`config.mk`:
```
export PLATFORM = sky130hd
export DESIGN_NAME = mmio_sim_console_flat
export DESIGN_NICKNAME = d
export VERILOG_FILES = /design/src/rtl/mmio_pkg.sv /design/src/rtl/mmio_sim_console_if.sv /design/src/rtl/sync_fifo.sv /design/src/rtl/mmio_sim_console.sv /design/src/flat_wrapper.sv
export SDC_FILE = /design/constraint.sdc
export NUM_CORES = 1
export LEC_CHECK = 0
export ABC_AREA = 1
export CAP_MARGIN = 20
export CORE_ASPECT_RATIO = 1.2
export CORE_MARGIN = 2
export CORE_UTILIZATION = 30
export CTS_CLUSTER_DIAMETER = 150
export DETAILED_ROUTE_END_ITERATION = 8
export MAX_ROUTING_LAYER = met4
export PLACE_DENSITY_LB_ADDON = 0.1
export SETUP_SLACK_MARGIN = 0.1
export SLEW_MARGIN = 10
export SYNTH_ARGS = -nofsm -noshare
export SYNTH_HDL_FRONTEND = slang
export SYNTH_HIERARCHICAL = 1
export SYNTH_SLANG_ARGS = --single-unit
```
`constraint.sdc`:
```
create_clock -name clk -period 5.8 [get_ports clk]
set_input_delay 1.74 -clock clk [delete_from_list [all_inputs] [get_ports clk]]
set_output_delay 1.74 -clock clk [all_outputs]
set_load 0.02 [all_outputs]
```
`src/rtl/mmio_pkg.sv`:
```
// Shared register map, FSM state type and STATUS bit layout for the MMIO simulation console.
package mmio_pkg;

  // Register select taken from byte-offset bits [4:3]
  localparam logic [1:0] OFF_TXDATA = 2'd0;
  localparam logic [1:0] OFF_STATUS = 2'd1;
  localparam logic [1:0] OFF_TOHOST = 2'd2;
  localparam logic [1:0] OFF_CYCLE  = 2'd3;

  localparam int unsigned WINDOW_BYTES = 32;

  typedef enum logic [1:0] {RUN, DRAIN, HALTED} console_state_t;

  localparam int unsigned ST_FULL         = 0;
  localparam int unsigned ST_EMPTY        = 1;
  localparam int unsigned ST_OVERFLOW     = 2;
  localparam int unsigned ST_HALT_PENDING = 3;
  localparam int unsigned ST_COUNT_LSB    = 8;
  localparam int unsigned ST_COUNT_W      = 8;

endpackage

```
`src/rtl/mmio_sim_console_if.sv`:
```
// Data-memory port plus console stream and exit signals between the core/bench and the console.
interface mmio_sim_console_if;
  logic        mem_we;
  logic        mem_re;
  logic [63:0] mem_addr;
  logic [63:0] mem_wdata;
  logic        mmio_hit;
  logic [63:0] mmio_rdata;
  logic        tx_valid;
  logic [7:0]  tx_data;
  logic        tx_ready;
  logic        halt;
  logic [31:0] exit_code;

  modport master (
    output mem_we, mem_re, mem_addr, mem_wdata, tx_ready,
    input  mmio_hit, mmio_rdata, tx_valid, tx_data, halt, exit_code
  );

  modport slave (
    input  mem_we, mem_re, mem_addr, mem_wdata, tx_ready,
    output mmio_hit, mmio_rdata, tx_valid, tx_data, halt, exit_code
  );
endinterface

```
`src/rtl/sync_fifo.sv`:
```
// Synchronous FIFO without fall-through; a push while full is accepted only if a pop frees a slot.
module sync_fifo #(
  parameter int unsigned WIDTH = 8,
  parameter int unsigned DEPTH = 16
) (
  input  logic                     clk,
  input  logic                     rst,
  input  logic                     push_i,
  input  logic                     pop_i,
  input  logic [WIDTH-1:0]         wdata_i,
  output logic [WIDTH-1:0]         rdata_o,
  output logic [$clog2(DEPTH):0]   count_o,
  output logic                     full_o,
  output logic                     empty_o,
  output logic                     drop_o
);
  localparam int unsigned AW = $clog2(DEPTH);
  localparam int unsigned CW = AW + 1;

  logic [WIDTH-1:0] mem_q [DEPTH];
  logic [AW-1:0]    rptr_q, rptr_d, wptr_q, wptr_d;
  logic [CW-1:0]    count_q, count_d;
  logic             do_push, do_pop;

  assign empty_o = (count_q == '0);
  assign full_o  = (count_q == CW'(DEPTH));
  assign do_pop  = pop_i && !empty_o;
  assign do_push = push_i && (!full_o || do_pop);
  assign drop_o  = push_i && !do_push;

  always_comb begin
    rptr_d  = rptr_q + AW'(do_pop);
    wptr_d  = wptr_q + AW'(do_push);
    count_d = count_q + CW'(do_push) - CW'(do_pop);
  end

  always_ff @(posedge clk) begin
    if (rst) begin
      rptr_q  <= '0;
      wptr_q  <= '0;
      count_q <= '0;
    end else begin
      rptr_q  <= rptr_d;
      wptr_q  <= wptr_d;
      count_q <= count_d;
    end
  end

  always_ff @(posedge clk) begin
    if (do_push) mem_q[wptr_q] <= wdata_i;
  end

  assign rdata_o = mem_q[rptr_q];
  assign count_o = count_q;
endmodule

```
`src/rtl/mmio_sim_console.sv`:
```
// MMIO console: address decode, TX FIFO feed, tohost exit FSM and free-running cycle counter.
module mmio_sim_console
  import mmio_pkg::*;
#(
  parameter logic [63:0] BASE_ADDR  = 64'h0000_0000_1000_0000,
  parameter int unsigned FIFO_DEPTH = 16
) (
  input  logic                clk,
  input  logic                rst,
  mmio_sim_console_if.slave   bus
);
  localparam int unsigned CW = $clog2(FIFO_DEPTH) + 1;

  console_state_t state_q;
  logic [31:0]    exit_q;
  logic [63:0]    cycle_q;
  logic           ovf_q;

  logic [63:0]    offset, status;
  logic [1:0]     sel;
  logic           wr, rd, push, pop, tohost_wr, drained;
  logic           full, empty, drop;
  logic [CW-1:0]  count;
  logic           unused;

  assign offset       = bus.mem_addr - BASE_ADDR;
  assign bus.mmio_hit = (offset < 64'(WINDOW_BYTES));
  assign sel          = offset[4:3];
  assign wr           = bus.mmio_hit && bus.mem_we;
  assign rd           = bus.mmio_hit && bus.mem_re && !bus.mem_we;

  assign push      = wr && (sel == OFF_TXDATA) && (state_q == RUN);
  assign pop       = bus.tx_valid && bus.tx_ready;
  assign tohost_wr = wr && (sel == OFF_TOHOST) && bus.mem_wdata[0] && (state_q == RUN);
  // No push can coincide with a TOHOST write or DRAIN, so only a final pop can empty the FIFO here
  assign drained   = empty || ((count == CW'(1)) && pop);

  sync_fifo #(.WIDTH(8), .DEPTH(FIFO_DEPTH)) u_fifo (
    .clk     (clk),
    .rst     (rst),
    .push_i  (push),
    .pop_i   (pop),
    .wdata_i (bus.mem_wdata[7:0]),
    .rdata_o (bus.tx_data),
    .count_o (count),
    .full_o  (full),
    .empty_o (empty),
    .drop_o  (drop)
  );

  always_ff @(posedge clk) begin
    if (rst) begin
      state_q <= RUN;
      exit_q  <= '0;
      cycle_q <= '0;
      ovf_q   <= 1'b0;
    end else begin
      cycle_q <= cycle_q + 64'd1;
      if (drop) ovf_q <= 1'b1;
      case (state_q)
        RUN: if (tohost_wr) begin
          exit_q  <= {1'b0, bus.mem_wdata[31:1]};
          state_q <= drained ? HALTED : DRAIN;
        end
        DRAIN:   if (drained) state_q <= HALTED;
        HALTED:  state_q <= HALTED;
        default: state_q <= RUN;
      endcase
    end
  end

  always_comb begin
    status                                = '0;
    status[ST_FULL]                       = full;
    status[ST_EMPTY]                      = empty;
    status[ST_OVERFLOW]                   = ovf_q;
    status[ST_HALT_PENDING]               = (state_q == DRAIN);
    status[ST_COUNT_LSB +: ST_COUNT_W]    = ST_COUNT_W'(count);
  end

  always_comb begin
    bus.mmio_rdata = '0;
    if (rd) begin
      case (sel)
        OFF_STATUS: bus.mmio_rdata = status;
        OFF_TOHOST: bus.mmio_rdata = {32'b0, exit_q};
        OFF_CYCLE:  bus.mmio_rdata = cycle_q;
        default:    bus.mmio_rdata = '0;
      endcase
    end
  end

  assign bus.tx_valid  = !empty;
  assign bus.halt      = (state_q == HALTED);
  assign bus.exit_code = exit_q;
  assign unused        = ^bus.mem_wdata[63:32];
endmodule

```
`src/flat_wrapper.sv`:
```
// flat-port wrapper written by rule: the top's interface ports become plain ports
module mmio_sim_console_flat import mmio_pkg::*;
#(
  parameter logic [63:0] BASE_ADDR  = 64'h0000_0000_1000_0000,
  parameter int unsigned FIFO_DEPTH = 16
)
  (clk, rst, bus_mem_we, bus_mem_re, bus_mem_addr, bus_mem_wdata, bus_tx_ready, bus_mmio_hit, bus_mmio_rdata, bus_tx_valid, bus_tx_data, bus_halt, bus_exit_code);
  mmio_sim_console_if bus_i ();
  input  logic clk;
  input  logic rst;
  input wire logic [$bits(bus_i.mem_we)-1:0] bus_mem_we;
  input wire logic [$bits(bus_i.mem_re)-1:0] bus_mem_re;
  input wire logic [$bits(bus_i.mem_addr)-1:0] bus_mem_addr;
  input wire logic [$bits(bus_i.mem_wdata)-1:0] bus_mem_wdata;
  input wire logic [$bits(bus_i.tx_ready)-1:0] bus_tx_ready;
  output wire logic [$bits(bus_i.mmio_hit)-1:0] bus_mmio_hit;
  output wire logic [$bits(bus_i.mmio_rdata)-1:0] bus_mmio_rdata;
  output wire logic [$bits(bus_i.tx_valid)-1:0] bus_tx_valid;
  output wire logic [$bits(bus_i.tx_data)-1:0] bus_tx_data;
  output wire logic [$bits(bus_i.halt)-1:0] bus_halt;
  output wire logic [$bits(bus_i.exit_code)-1:0] bus_exit_code;
  assign bus_i.mem_we = bus_mem_we;
  assign bus_i.mem_re = bus_mem_re;
  assign bus_i.mem_addr = bus_mem_addr;
  assign bus_i.mem_wdata = bus_mem_wdata;
  assign bus_i.tx_ready = bus_tx_ready;
  assign bus_mmio_hit = bus_i.mmio_hit;
  assign bus_mmio_rdata = bus_i.mmio_rdata;
  assign bus_tx_valid = bus_i.tx_valid;
  assign bus_tx_data = bus_i.tx_data;
  assign bus_halt = bus_i.halt;
  assign bus_exit_code = bus_i.exit_code;
  mmio_sim_console #(.BASE_ADDR(BASE_ADDR), .FIFO_DEPTH(FIFO_DEPTH)) u_core (.clk(clk), .rst(rst), .bus(bus_i));
endmodule
```
==> flow_summary.yaml <==
finish:
  layout_commonest_cell: "nand2_1"
  final.fill_count: 4429
  drive_gt1_share_pct: 24.52
  area_growth_pct: 44.66
  nNetsFinal: 2377
  final_cell_mix: "464 x nand2_1, 291 x inv_1, 234 x buf_4"
  antenna_cells: 0
  final_util_pct: 43.93
clock_network:
  cts_made_buffers: 29
  h-tree-depth: 1
  clock_path_buffers: 3
  tritoncts: "yes"
  cts.sinks: 239
  clk-insertion-delay-late_ps: 580
  clkTransAtPathRegs_ps: 60
  cts_root_buf: "clkbuf_16"
  cts_hold_buf: 0
drt:
  drc: 0
  dr.pass1.iters: 5
  ant_nets: 0
  route.vias.total: 12936
  wire_per_inst_um: 16.37
  drtIter0Drc: 613
  via_per_inst: 4.604
  wl_mm: 45.99
pwr:
  total_power_w: 0.004582
  cell_internal_pwr_w: 0.003265
  p_switching_w: 0.001317
  ir_drop_mv: 0.2076
  power_density_nw_per_um2: 238.0
  clockPowerShare_pct: 40.7
  pwr-share-seq_pct: 39.9
  p_sw_share_pct: 28.74
  combinationalPowerShare_pct: 19.4
  p_leak_nw: 7.909
worst_setup_path:
  cp-end-kind: "output port"
  cp.arrival_ps: 4150
  path_class: "in -> out"
  reg2reg_slack_ps: 3040
  crit_fanout: 7
  setup.worst_path.start: "bus_mem_addr[31]"
  critPathLaunchType: "primary input"
  critical_path_required_ps: 4060
  reg2reg_from: "u_core/cycle_q[6]"
floorplanning:
  die_w_um: 196.3
  core_um2: 43830
  rows: 84
  initial_core_util_pct: 30.37
  die_area_um2: 46070
  ios: 240
  dieHeight_um: 234.7
timing:
  min_period_over_period_pct: 101.5
  setup-violations-final: 53
  max_slew_margin_pct: 40.55
  min_period_ps: 5890
  hold_viol: 0
  final.setup_skew_ps: 25.22
  worst_slack_ps: -89.75
  rsz0062_at_grt: "yes"
  fmax_ghz: 0.1698
  worst_pin_slew_ps: 889.0
  finalMaxSlewViolations: 0
yosys:
  syn_nets: 1970
  netlist.area_leader.share_pct: 28.88
  syn-instance-count: 1821
  syn-mean-instance-area_um2: 7.309
  ys_warn_count: 6
  ys_seq_area_share_pct: 45.58
  netlist_top_cells_area: "edfxtp_1 29%, dfxtp_1 17%, nand2_1 14%, inv_1 8.3%, nor2_1 6.5%"
  synthesis.area_um2: 13310
  ys_types: 44
  synth_area_leader_cell: "edfxtp_1"
  ys_ff_latch: 239
status:
  status: "finished, violations left"
  violations: "negative setup slack"
grt:
  track_usage_pct: 20.14
  grt_pass1_wl_mm: 70.81
  grt_pass1_vias: 12899
  grt_overflow_total: 0
  antenna_found_initial: 0
  grt_max_degree: 66
placed_design:
  port_buffers: 203
  post-dp-hpwl_mm: 31.14
  place_congestion: 0.8617
worst_hold_path:
  hp-class: "reg -> reg"
  worstHoldStart: "u_core/cycle_q[0]"
run:
  drv_cap: 0
flip-flops by register name, summed over array words and instances (netlist names):
| signal | count |
|---|---|
| u_core/ovf_q | 1 |
| u_core/u_fifo/mem_q | 128 |
| u_core/bus.exit_code | 31 |
| u_core/state_q | 2 |
| u_core/u_fifo/count_o | 5 |
| u_core/cycle_q | 64 |
| u_core/u_fifo/wptr_q | 4 |
| u_core/u_fifo/rptr_q | 4 |
metal layers:
metal / GRT usage [%] / routed length, um / share of wire, % / up-vias
met2: 37.18 / 24390 / 53 / 233
met5: - / 0 / 0 / -
met1: 22.32 / 18730 / 41 / 5996
met4: 5.556 / 1041 / 2.3 / 0
met3: 3.014 / 1832 / 4.0 / 68
li1: - / - / - / 6639
area by class of cell:
class / count / area, um^2 / area share, %
sequential: 239 / 6067 / 31.51
multi-input combinational: 1222 / 6439 / 33.44
tap: 559 / 699.4 / 3.633
timing repair buffer: 439 / 3930 / 20.41
clock buffer: 45 / 904.6 / 4.699
clock inverter: 9 / 97.59 / 0.5069
inverter: 297 / 1115 / 5.791
what timing repair did:
| item | in CTS | in global routing |
|---|---|---|
| setup buffers | 93 | 13 |
| resized for setup | 564 | 135 |
| pin swaps | 44 | 20 |
| endpoints found under the setup margin | 65 | 96 |
| gates cloned | 3 | 2 |
| hold endpoints to repair | 0 | 0 |
metrics by stage:
step / hold slack, ps / area, um^2 / setup WS (ps) / setup TNS, ps / instances
after floorplan: 417.3 / 13310 / 226.9 / 0 / 1821
after global routing: 487.0 / 19250 / -229.5 / -10470 / 2810
after CTS: 452.5 / 18870 / -56.01 / -327.0 / 2800
after detailed placement: 438.8 / 16660 / -970.2 / -55280 / 2650
final: 455.0 / 19250 / -89.75 / -1658 / 2810
after global placement: 429.0 / 16660 / -917.5 / -54280 / 2650
logic make-up (layout without fill, tap and decap cells):
group | count (synthesis) | in the layout | synth area share, %
simple gates | 1063 | 1063 | 35.12
buf+inv | 360 | 790 | 11.28
flops | 239 | 239 | 45.58
compound gates | 123 | 123 | 5.180
xor+xnor | 19 | 19 | 1.250
fa+ha+maj | 16 | 16 | 1.561
other cells | 1 | 1 | 0.02818
cells in the mapped netlist, drive strengths merged:
| master | number |
|---|---|
| a211oi | 1 |
| a21oi | 64 |
| a221oi | 2 |
| a31oi | 10 |
| and2 | 4 |
| buf | 39 |
| clkbuf | 24 |
| clkinv | 1 |
| conb | 1 |
| dfxtp | 111 |
| edfxtp | 128 |
| fa | 1 |
| ha | 15 |
| inv | 296 |
| nand2 | 495 |
| nand3 | 144 |
| nand3b | 3 |
| nand4 | 24 |
| nor2 | 240 |
| nor3 | 137 |
| nor3b | 2 |
| nor4 | 12 |
| o211ai | 1 |
| o21a | 6 |
| o21ai | 34 |
| o21bai | 2 |
| o22ai | 3 |
| or2 | 2 |
| xnor2 | 8 |
| xor2 | 11 |
worst max-delay path: stages:
cell and delay [ps]:
buf_6 90, nor2_4 200, nand2_4 100, nor2_4 250, nand2_2 110, nand2_2 100
nand3_1 70, inv_1 80, nand3_1 80, nor2_1 130, nand3_2 140, nor3_4 150
nand3b_1 110, buf_6 160, buf_16 150, buf_6 120, nor3_4 200, buf_6 140
final timing paths:
| check | endpoint | depth (start not counted) |
|---|---|---|
| max reg2reg | u_core/cycle_q[53] | 12 |
| max | bus_mmio_rdata[41] | 18 |
| min reg2reg | u_core/cycle_q[0] | 1 |
| min | u_core/cycle_q[0] | 1 |
power by group through the flow:
stage               Clock [W]  Sequential, W  Combinational [W]
floorplan                   0        0.00186           0.000529
global placement            0        0.00186           0.000848
detailed placement          0        0.00186           0.000856
CTS                   0.00193        0.00183           0.000888
global route          0.00199        0.00183           0.000987
finish                0.00187        0.00183           0.000888
Note: power is estimated with default switching activity, not from simulation.
